**src/rtl/imm_gen_pipe_if.sv**
```systemverilog
`default_nettype none
// ============================================================================
// Module   : imm_gen_pipe_if
// Brief    : Handshake bundle between fetch, the immediate generator and execute.
// Revision : 1.0
// ============================================================================
interface imm_gen_pipe_if #(
    parameter int XLEN  = 32,
    parameter int TAG_W = 5
);
    logic              iValid;
    logic              oReady;
    logic [31:0]       iInstruction;
    logic [TAG_W-1:0]  iTag;
    logic              oValid;
    logic              iReady;
    logic [XLEN-1:0]   oImmediate;
    logic [2:0]        oFmt;
    logic              oIllegal;
    logic [TAG_W-1:0]  oTag;

    modport slave (
        input  iValid, iInstruction, iTag, iReady,
        output oReady, oValid, oImmediate, oFmt, oIllegal, oTag
    );

    modport master (
        output iValid, iInstruction, iTag, iReady,
        input  oReady, oValid, oImmediate, oFmt, oIllegal, oTag
    );
endinterface
`default_nettype wire

```
**src/rtl/imm_gen_pipe.sv**
```systemverilog
`default_nettype none
// ============================================================================
// Module   : imm_gen_pipe
// Brief    : RV32I/RV64I immediate decoder behind a 2-entry elastic buffer.
// Revision : 1.0
// ============================================================================
module imm_gen_pipe #(
    parameter int XLEN   = 32,
    parameter int TAG_W  = 5,
    parameter bit CSR_EN = 1'b1
) (
    input  wire logic     iCLK,
    input  wire logic     iRST_n,
    imm_gen_pipe_if.slave bus
);
    localparam logic [6:0] c_OP_LUI    = 7'b0110111;
    localparam logic [6:0] c_OP_AUIPC  = 7'b0010111;
    localparam logic [6:0] c_OP_JAL    = 7'b1101111;
    localparam logic [6:0] c_OP_JALR   = 7'b1100111;
    localparam logic [6:0] c_OP_LOAD   = 7'b0000011;
    localparam logic [6:0] c_OP_STORE  = 7'b0100011;
    localparam logic [6:0] c_OP_BRANCH = 7'b1100011;
    localparam logic [6:0] c_OP_IMM    = 7'b0010011;
    localparam logic [6:0] c_OP_IMM32  = 7'b0011011;
    localparam logic [6:0] c_OP_SYSTEM = 7'b1110011;
    localparam logic [6:0] c_OP_FENCE  = 7'b0001111;
    localparam logic [6:0] c_OP_OP     = 7'b0110011;
    localparam logic [6:0] c_OP_OP32   = 7'b0111011;

    localparam logic [2:0] c_FMT_NONE  = 3'd0;
    localparam logic [2:0] c_FMT_I     = 3'd1;
    localparam logic [2:0] c_FMT_S     = 3'd2;
    localparam logic [2:0] c_FMT_B     = 3'd3;
    localparam logic [2:0] c_FMT_U     = 3'd4;
    localparam logic [2:0] c_FMT_J     = 3'd5;
    localparam logic [2:0] c_FMT_SHAMT = 3'd6;
    localparam logic [2:0] c_FMT_ZIMM  = 3'd7;

    typedef enum logic [1:0] {
        S_EMPTY = 2'd0,
        S_ONE   = 2'd1,
        S_TWO   = 2'd2
    } state_t;

    logic [31:0]      w_ins;
    logic [6:0]       w_op;
    logic [2:0]       w_f3;
    logic [31:0]      w_imm32;
    logic             w_sext;
    logic [XLEN-1:0]  w_imm;
    logic [2:0]       w_fmt;
    logic             w_ill;
    logic             w_push;
    logic             w_pop;

    state_t           r_state;
    logic             r_ready;
    logic             r_valid;
    logic [XLEN-1:0]  r_h_imm;
    logic [2:0]       r_h_fmt;
    logic             r_h_ill;
    logic [TAG_W-1:0] r_h_tag;
    logic [XLEN-1:0]  r_t_imm;
    logic [2:0]       r_t_fmt;
    logic             r_t_ill;
    logic [TAG_W-1:0] r_t_tag;

    assign w_ins = bus.iInstruction;
    assign w_op  = w_ins[6:0];
    assign w_f3  = w_ins[14:12];

    // Fields are sign-extended to 32 bits here; w_sext widens that to XLEN.
    always_comb begin
        w_imm32 = 32'd0;
        w_sext  = 1'b0;
        w_fmt   = c_FMT_NONE;
        w_ill   = 1'b0;
        case (w_op)
            c_OP_LUI, c_OP_AUIPC: begin
                w_imm32 = {w_ins[31:12], 12'b0};
                w_sext  = 1'b1;
                w_fmt   = c_FMT_U;
            end
            c_OP_JAL: begin
                w_imm32 = {{11{w_ins[31]}}, w_ins[31], w_ins[19:12], w_ins[20], w_ins[30:21], 1'b0};
                w_sext  = 1'b1;
                w_fmt   = c_FMT_J;
            end
            c_OP_JALR, c_OP_LOAD: begin
                w_imm32 = {{20{w_ins[31]}}, w_ins[31:20]};
                w_sext  = 1'b1;
                w_fmt   = c_FMT_I;
            end
            c_OP_STORE: begin
                w_imm32 = {{20{w_ins[31]}}, w_ins[31:25], w_ins[11:7]};
                w_sext  = 1'b1;
                w_fmt   = c_FMT_S;
            end
            c_OP_BRANCH: begin
                w_imm32 = {{19{w_ins[31]}}, w_ins[31], w_ins[7], w_ins[30:25], w_ins[11:8], 1'b0};
                w_sext  = 1'b1;
                w_fmt   = c_FMT_B;
            end
            c_OP_IMM: begin
                if (w_f3[1:0] == 2'b01) begin
                    w_imm32 = (XLEN == 64) ? {26'd0, w_ins[25:20]} : {27'd0, w_ins[24:20]};
                    w_fmt   = c_FMT_SHAMT;
                end else begin
                    w_imm32 = {{20{w_ins[31]}}, w_ins[31:20]};
                    w_sext  = 1'b1;
                    w_fmt   = c_FMT_I;
                end
            end
            c_OP_IMM32: begin
                if (XLEN != 64) begin
                    w_ill = 1'b1;
                end else if (w_f3[1:0] == 2'b01) begin
                    w_imm32 = {27'd0, w_ins[24:20]};
                    w_fmt   = c_FMT_SHAMT;
                end else begin
                    w_imm32 = {{20{w_ins[31]}}, w_ins[31:20]};
                    w_sext  = 1'b1;
                    w_fmt   = c_FMT_I;
                end
            end
            c_OP_SYSTEM: begin
                if (!CSR_EN) begin
                    w_ill = 1'b1;
                end else if (w_f3[2]) begin
                    w_imm32 = {27'd0, w_ins[19:15]};
                    w_fmt   = c_FMT_ZIMM;
                end
            end
            c_OP_FENCE, c_OP_OP, c_OP_OP32: begin
                w_fmt = c_FMT_NONE;
            end
            default: begin
                w_ill = 1'b1;
            end
        endcase
    end

    assign w_imm  = w_sext ? XLEN'($signed(w_imm32)) : XLEN'(w_imm32);
    assign w_push = bus.iValid & r_ready;
    assign w_pop  = r_valid & bus.iReady;

    // Head holds the oldest entry and drives the outputs directly; tail only fills in S_TWO.
    always_ff @(posedge iCLK or negedge iRST_n) begin
        if (!iRST_n) begin
            r_state <= S_EMPTY;
            r_ready <= 1'b0;
            r_valid <= 1'b0;
            r_h_imm <= '0;
            r_h_fmt <= '0;
            r_h_ill <= 1'b0;
            r_h_tag <= '0;
            r_t_imm <= '0;
            r_t_fmt <= '0;
            r_t_ill <= 1'b0;
            r_t_tag <= '0;
        end else begin
            r_ready <= 1'b1;
            case (r_state)
                S_EMPTY: begin
                    if (w_push) begin
                        r_h_imm <= w_imm;
                        r_h_fmt <= w_fmt;
                        r_h_ill <= w_ill;
                        r_h_tag <= bus.iTag;
                        r_valid <= 1'b1;
                        r_state <= S_ONE;
                    end
                end
                S_ONE: begin
                    if (w_push && w_pop) begin
                        r_h_imm <= w_imm;
                        r_h_fmt <= w_fmt;
                        r_h_ill <= w_ill;
                        r_h_tag <= bus.iTag;
                    end else if (w_push) begin
                        r_t_imm <= w_imm;
                        r_t_fmt <= w_fmt;
                        r_t_ill <= w_ill;
                        r_t_tag <= bus.iTag;
                        r_ready <= 1'b0;
                        r_state <= S_TWO;
                    end else if (w_pop) begin
                        r_valid <= 1'b0;
                        r_state <= S_EMPTY;
                    end
                end
                S_TWO: begin
                    if (w_pop) begin
                        r_h_imm <= r_t_imm;
                        r_h_fmt <= r_t_fmt;
                        r_h_ill <= r_t_ill;
                        r_h_tag <= r_t_tag;
                        r_state <= S_ONE;
                    end else begin
                        r_ready <= 1'b0;
                    end
                end
                default: begin
                    r_valid <= 1'b0;
                    r_state <= S_EMPTY;
                end
            endcase
        end
    end

    assign bus.oReady     = r_ready;
    assign bus.oValid     = r_valid;
    assign bus.oImmediate = r_h_imm;
    assign bus.oFmt       = r_h_fmt;
    assign bus.oIllegal   = r_h_ill;
    assign bus.oTag       = r_h_tag;
endmodule
`default_nettype wire

```
**src/flat_wrapper.sv**
```systemverilog
// flat-port wrapper written by rule: the top's interface ports become plain ports
module imm_gen_pipe_flat 
#(
    parameter int XLEN   = 32,
    parameter int TAG_W  = 5,
    parameter bit CSR_EN = 1'b1
)
  (iCLK, iRST_n, bus_iValid, bus_iInstruction, bus_iTag, bus_iReady, bus_oReady, bus_oValid, bus_oImmediate, bus_oFmt, bus_oIllegal, bus_oTag);
  imm_gen_pipe_if #(.XLEN(XLEN), .TAG_W(TAG_W)) bus_i ();
  input  wire logic iCLK;
  input  wire logic iRST_n;
  input wire logic [$bits(bus_i.iValid)-1:0] bus_iValid;
  input wire logic [$bits(bus_i.iInstruction)-1:0] bus_iInstruction;
  input wire logic [$bits(bus_i.iTag)-1:0] bus_iTag;
  input wire logic [$bits(bus_i.iReady)-1:0] bus_iReady;
  output wire logic [$bits(bus_i.oReady)-1:0] bus_oReady;
  output wire logic [$bits(bus_i.oValid)-1:0] bus_oValid;
  output wire logic [$bits(bus_i.oImmediate)-1:0] bus_oImmediate;
  output wire logic [$bits(bus_i.oFmt)-1:0] bus_oFmt;
  output wire logic [$bits(bus_i.oIllegal)-1:0] bus_oIllegal;
  output wire logic [$bits(bus_i.oTag)-1:0] bus_oTag;
  assign bus_i.iValid = bus_iValid;
  assign bus_i.iInstruction = bus_iInstruction;
  assign bus_i.iTag = bus_iTag;
  assign bus_i.iReady = bus_iReady;
  assign bus_oReady = bus_i.oReady;
  assign bus_oValid = bus_i.oValid;
  assign bus_oImmediate = bus_i.oImmediate;
  assign bus_oFmt = bus_i.oFmt;
  assign bus_oIllegal = bus_i.oIllegal;
  assign bus_oTag = bus_i.oTag;
  imm_gen_pipe #(.XLEN(XLEN), .TAG_W(TAG_W), .CSR_EN(CSR_EN)) u_core (.iCLK(iCLK), .iRST_n(iRST_n), .bus(bus_i));
endmodule
```
**config.mk**
```make
export PLATFORM = sky130hd
export DESIGN_NAME = imm_gen_pipe_flat
export DESIGN_NICKNAME = d
export VERILOG_FILES = /design/src/rtl/imm_gen_pipe_if.sv /design/src/rtl/imm_gen_pipe.sv /design/src/flat_wrapper.sv
export SDC_FILE = /design/constraint.sdc
export NUM_CORES = 1
export LEC_CHECK = 0
export CAP_MARGIN = 20
export CORE_UTILIZATION = 56
export DETAILED_ROUTE_END_ITERATION = 10
export GPL_TIMING_DRIVEN = 0
export PLACE_DENSITY = 0.86
export SETUP_SLACK_MARGIN = 0.1
export SKIP_LAST_GASP = 1
export SLEW_MARGIN = 20
export SYNTH_ARGS = -nofsm -noshare
export SYNTH_HDL_FRONTEND = slang
export SYNTH_SLANG_ARGS = --single-unit
```
**constraint.sdc**
```tcl
create_clock -name iCLK -period 4.71 [get_ports iCLK]
set_input_delay 0.942 -clock iCLK [delete_from_list [all_inputs] [get_ports iCLK]]
set_output_delay 0.942 -clock iCLK [all_outputs]
set_load 0.02 [all_outputs]
```
## After elaboration in Yosys (flattened, before gate mapping)

Index checks and enable logic that the tools add are counted.

- Output and inout bits: 43
- Input port bits: 41
- Flip-flop bits (word level): 86
- Logic and storage cells: 85

- Reduce and logical (&&, ||, !) cells: 10
- Equal/unequal tests: 22
- Mux-type cells: 38
- Bitwise logic cells: 4

Operators by type and width:

| operator | number |
|---|---|
| case mux 32 bit (7 select lines) | 1 |
| two-way mux 32 bit | 4 |
| case mux 32 bit (3 select lines) | 1 |
| == test 7 x 6 -> 1 bit (second input constant) | 4 |
| == test 7 bit (second input constant) | 4 |
| case mux 3 bit (7 select lines) | 1 |
| two-way mux 5 bit | 4 |
| two-way mux 3 bit | 5 |
| case mux 5 bit (3 select lines) | 1 |
| == test 7 x 5 -> 1 bit (second input constant) | 2 |
| OR reduction 12 bit | 1 |
| two-way mux 1 bit | 11 |
| two-way mux 2 bit | 5 |
| case mux 3 bit (3 select lines) | 1 |
| inequality test 2 x 1 -> 1 bit (second input constant) | 4 |
| AND reduction 4 bit | 2 |
| == test 7 x 2 -> 1 bit (second input constant) | 1 |
| == test 7 x 4 -> 1 bit (second input constant) | 1 |
| case mux 1 bit (3 select lines) | 2 |
| case mux 2 bit (3 select lines) | 1 |
| AND reduction 5 bit | 1 |
| == test 2 x 1 -> 1 bit (second input constant) | 2 |
| inequality test 2 bit (second input constant) | 2 |
| OR reduction 2 bit | 2 |
| other kinds (9) | 11 |

## Longest topological paths before layout

- Depth in word-level cells: 5
- Depth in mapped cells: 9
- Depth with buffers taken out: 6

## Worst setup path after synthesis

Ideal clock, no wire load.

- Kind: input to register
- Start point: input port bus_iInstruction[1]
- End point: register u_core.r_h_fmt[2] (netlist: u_core.bus.oFmt[2])
- Arrival: 2.056 ns
- Buffers on the path: 3
- Data required time: 4.586 ns
- Cell stages on the path: 8
- Setup slack: 2.529 ns
- Setup time: 0.124 ns
- Path through: and4b_4 -> and3_1 -> buf_4 -> nand2b_4 -> buf_6 -> buf_6 -> nor3_1 -> o21ai_1

- Cells in the longest elaborated chain, start to end: 5

Ends and longest elaborated chain:

| what | RTL line | RTL |
|---|---|---|
| start: declaration | flat_wrapper.sv:13 | `input wire logic [$bits(bus_i.iInstruction)-1:0] bus_iInstruction;` |
| == test 7 bit, or another cell as far along | imm_gen_pipe.sv:78 | `case (w_op)` |
| OR reduction 2 bit (on tied branches) | n/a |  |
| case mux 3 bit (7 select lines) * | imm_gen_pipe.sv:78 |  |
| two-way mux 3 bit (on tied branches) | imm_gen_pipe.sv:175, imm_gen_pipe.sv:165 |  |
| case mux 3 bit (3 select lines) * | imm_gen_pipe.sv:163 | `case (r_state)` |
| end signal: assignment | imm_gen_pipe.sv:167 | `r_h_fmt <= w_fmt;` |
| end signal: assignment | imm_gen_pipe.sv:177 | `r_h_fmt <= w_fmt;` |
| end signal: assignment | imm_gen_pipe.sv:195 | `r_h_fmt <= r_t_fmt;` |
| end: declaration | imm_gen_pipe.sv:60 | `logic [2:0] r_h_fmt;` |

Mark *: on every way between the ends. The rest lies on a longest branch, timed or not. The select of a mux whose other input is x is not followed.
A chain may end at the register's enable or synchronous reset.

## Worst setup path in the final report

- Start point: input port bus_iInstruction[2]
- End point: register u_core.r_h_imm[9] (netlist: u_core.bus.oImmediate[9])

- Cells in the longest elaborated chain, start to end: 5

Ends and longest elaborated chain:

| what | RTL line | RTL |
|---|---|---|
| == test 7 bit, or another cell as far along | imm_gen_pipe.sv:78 |  |
| OR reduction 2 bit (on tied branches) | n/a |  |
| case mux 32 bit (7 select lines) * | imm_gen_pipe.sv:78 |  |
| two-way mux 32 bit (on tied branches) | imm_gen_pipe.sv:175, imm_gen_pipe.sv:165 |  |
| case mux 32 bit (3 select lines) * | imm_gen_pipe.sv:163 |  |
| end signal: assignment | imm_gen_pipe.sv:166 | `r_h_imm <= w_imm;` |
| end signal: assignment | imm_gen_pipe.sv:176 | `r_h_imm <= w_imm;` |
| end signal: assignment | imm_gen_pipe.sv:194 | `r_h_imm <= r_t_imm;` |
| end: declaration | imm_gen_pipe.sv:59 | `logic [XLEN-1:0] r_h_imm;` |

Marked as above.

==> results.md <==
- Tmin final: 2770 ps
- Most frequent cells in the layout: 92 x nand2_1, 86 x dfrtp_1, 82 x clkdlybuf4s50_1
- Pins Over Slew Limit: 0
- Max Freq: roughly 360 MHz
- Leak: 2.30 nW
- MaxCap Viol Count: 0
- CP max stage delay: approximately 560 ps
- Status: finished, final reports clean
- Post-Syn Area: about 4300 um2
- CTS tree: yes
- Fin crit share: between 50% and 60%
- Hold_sp: u_core.bus.oFmt[1]
- CTS Root Buffer Type: clkbuf_8
- Crit path kind: in2reg
- Final core occ: between 70% and 80%
- First-pass GRT wire length: around 19000 um
- Met2 global-route usage: between 40% and 50%
- I/O Buffers: between 80 and 90
- H-tree lvl count: 3
- Finished Cell Area: between 5000 and 6000 um2
- Clock latency on the worst-skew pair: 350 ps
- Placed inst area: 5260 um2
- Number of flops mapped to enable cells by yosys: 0
- Drt first pass iters: 6
- Most used DFF post-synth: dfrtp_1
- Die W: approximately 89 um
- DRT antenna net count: 0
- Clock transition at the registers of the reported paths: 80 ps
- Initial Util: between 50% and 60%
- CP Capture Type: register
- Die Y-Extent: 89.5 um
- Yosys reg bits: 86
- Final setup fails: 0
- Fin Setup TNS: 0 ps
- Post-Route WL: around 12000 um
- Post-synthesis sequential area ratio: between 50% and 60%
- Global route overflow: 0
- Buf+Inv Stages, Crit Path: 2
- RSZ-0062 raised after global routing: no
- Unique masters post-synth: 49
- Clk buf depth: 2
- Total GRT Usage: roughly a third
- Io pins: 84
- Met3 Use GR: 5.82%
- CTS Buf Count: 9
- Worst-margin pin slew: 675 ps
- # DRC: 0
- Synth Warn #: 0
- Reg2Reg Launch Point: u_core.r_state[1]
- Final hold violations: 0
- Mapped Avg Cell Area: ~9.0 um2
- Site Rows: 31
- Req. time, crit path: between 4000 and 5000 ps
- CP startpoint: bus_iInstruction[2]
- Cells after DPL: 661
- M1 GR Usage: between 40 and 50%
- Final Skew: approximately 5.8 ps
- Syn Inst Count: 478
- Antenna Cells: 0
- Pwr/cell area: just over 600 nW/um2
- Die area: around 8000 um2
- Final Hold Slack: slightly below 500 ps
- Commonest non-fill, non-tap cell in the layout: nand2_1
- Final estimated routing congestion in global placement: about 0.88
- Clk sinks: between 80 and 90
- Post-DP HPWL: about 8600 um
- CP Cell Sequence: clkdlybuf4s50_1 -> nor4bb_1 -> buf_2 -> nand3_4 -> a31oi_1 -> a221oi_1 -> nor2_1
- Vias: 4096
- Avg WL per Cell: around 17 um
- Crit-path leading delay family: buffers and inverters
- Vias in the first global route: around 3700
- Setup bufs post-CTS: 0
- Largest net degree at the start of global routing: 60
- Net Count, Synth: roughly 520
- Final net count: 618
- Startpoint types: input port
- Fin cells: 675
- Async set-reset flop share out of synthesis: 100%
- Worst IR Drop VDD: 0.304 mV
- Core Footprint: about 7300 um2
- Initial antenna violation count: 0
- CP max FO: 8
- Post-CTS sizing: 0
- Area Growth Syn to Fin: 27.4%
- Worst Path Arrival: between 3000 and 4000 ps
- Hold buffer count at cts: 0
- Hold Path Class: reg2reg
- DR iter-0 viols: between 400 and 500
- Max-slew headroom: about 55%
- Worst path slowest cell: a31oi_1
- DR vias/cell: around 6
- Share of layout cells above drive strength 1: under 10%
- Top Usage Layer GRT: met2
## power by group
part | total [mW] | internal [mW] | switching, mW
Sequential | 1.15 | 1.00 | 0.142
Clock | 0.529 | 0.270 | 0.259
Combinational | 1.65 | 0.630 | 1.02
## metal layers
| layer | wire length (um) | vias to the layer above | part of all wire [%] |
|---|---|---|---|
| met5 | 0 | - | 0 |
| met4 | 177 | 0 | 1.5 |
| met3 | 867 | 17 | 7.4 |
| met2 | 5390 | 188 | 46 |
| met1 | 5250 | 1993 | 45 |
| li1 | - | 1898 | - |
## Yosys cell counts, types with 2 or more instances
| master | instances | area [um2] |
|---|---|---|
| nor3_1 | 5 | 25.0 |
| buf_4 | 3 | 22.5 |
| ha_1 | 4 | 50.1 |
| clkbuf_1 | 17 | 63.8 |
| o31ai_1 | 12 | 90.1 |
| nand3_1 | 12 | 60.1 |
| a31oi_1 | 2 | 12.5 |
| nor2b_1 | 2 | 12.5 |
| a21oi_1 | 46 | 230 |
| nor2_1 | 32 | 120 |
| and3_1 | 4 | 25.0 |
| o211ai_1 | 8 | 60.1 |
| nand4_1 | 2 | 12.5 |
| buf_2 | 12 | 60.1 |
| dfrtp_1 | 86 | 2150 |
| a21boi_0 | 6 | 45.0 |
| buf_6 | 2 | 22.5 |
| and2_1 | 6 | 37.5 |
| a211oi_1 | 8 | 60.1 |
| a221oi_1 | 10 | 87.6 |
| mux2i_1 | 5 | 50.1 |
| buf_1 | 3 | 11.3 |
| a22o_1 | 6 | 52.6 |
| o21ai_0 | 60 | 300 |
| o21ai_1 | 4 | 20.0 |
| a32o_1 | 2 | 20.0 |
| nand2_1 | 92 | 345 |
| inv_1 | 6 | 22.5 |
## final cells by class
type / instances / area (um2)
repair buffers: 84 / 856
clock buffers: 11 / 151
well taps: 99 / 124
inverters: 6 / 22.5
multi-input cells: 349 / 1930
clock inverters: 3 / 43.8
fillers: 551 / 1870
flip-flops and latches: 86 / 2150
plain buffers: 37 / 180
## final timing paths
path | depth (start not counted) | slack [ps] | endpoint
setup reg to reg | 8 | 2420 | u_core.bus.oImmediate[16]
max in group asynchronous | 2 | 3590 | u_core.r_t_imm[29]
setup / recovery | 7 | 1940 | u_core.bus.oImmediate[9]
min in group asynchronous | 1 | 510 | u_core.bus.oImmediate[18]
hold reg to reg | 2 | 480 | u_core.bus.oFmt[1]
hold / removal | 2 | 480 | u_core.bus.oFmt[1]
## state kept, by name, indices dropped and copies added (netlist names)
name,flops
u_core.bus.oIllegal,1
u_core.bus.oValid,1
u_core.r_t_fmt,3
u_core.bus.oFmt,3
u_core.bus.oTag,5
u_core.bus.oImmediate,32
u_core.r_state,2
u_core.r_t_tag,5
u_core.bus.oReady,1
u_core.r_t_imm,32
u_core.r_t_ill,1
## kinds of logic (layout without fill, tap and decap cells)
logic type / Yosys count / count (layout) / share of synthesized area (%)
and+or+nand+nor: 166 / 166 / 17.4
adders and majority gates: 4 / 4 / 1.17
DFF: 86 / 86 / 50.2
buffers and inverters: 43 / 141 / 4.73
AOI/OAI and AO/OA: 174 / 174 / 25.3
muxes: 5 / 5 / 1.17
## worst min-delay path, delay by kind of cell, from the launching register on
kind	cells	cell delay [ps]
AOI/OAI and AO/OA	1	60
and+or+nand+nor	1	50
DFF	1	340
## metrics by stage
step / setup slack, ps / power (mW)
after floorplan: 2530 / 2.14
after global placement: -308 / 2.75
after detailed placement: 1570 / 2.80
after CTS: 1940 / 3.32
after global routing: 1770 / 3.55
final: 1940 / 3.33
Power figures use the tool's default switching activity.
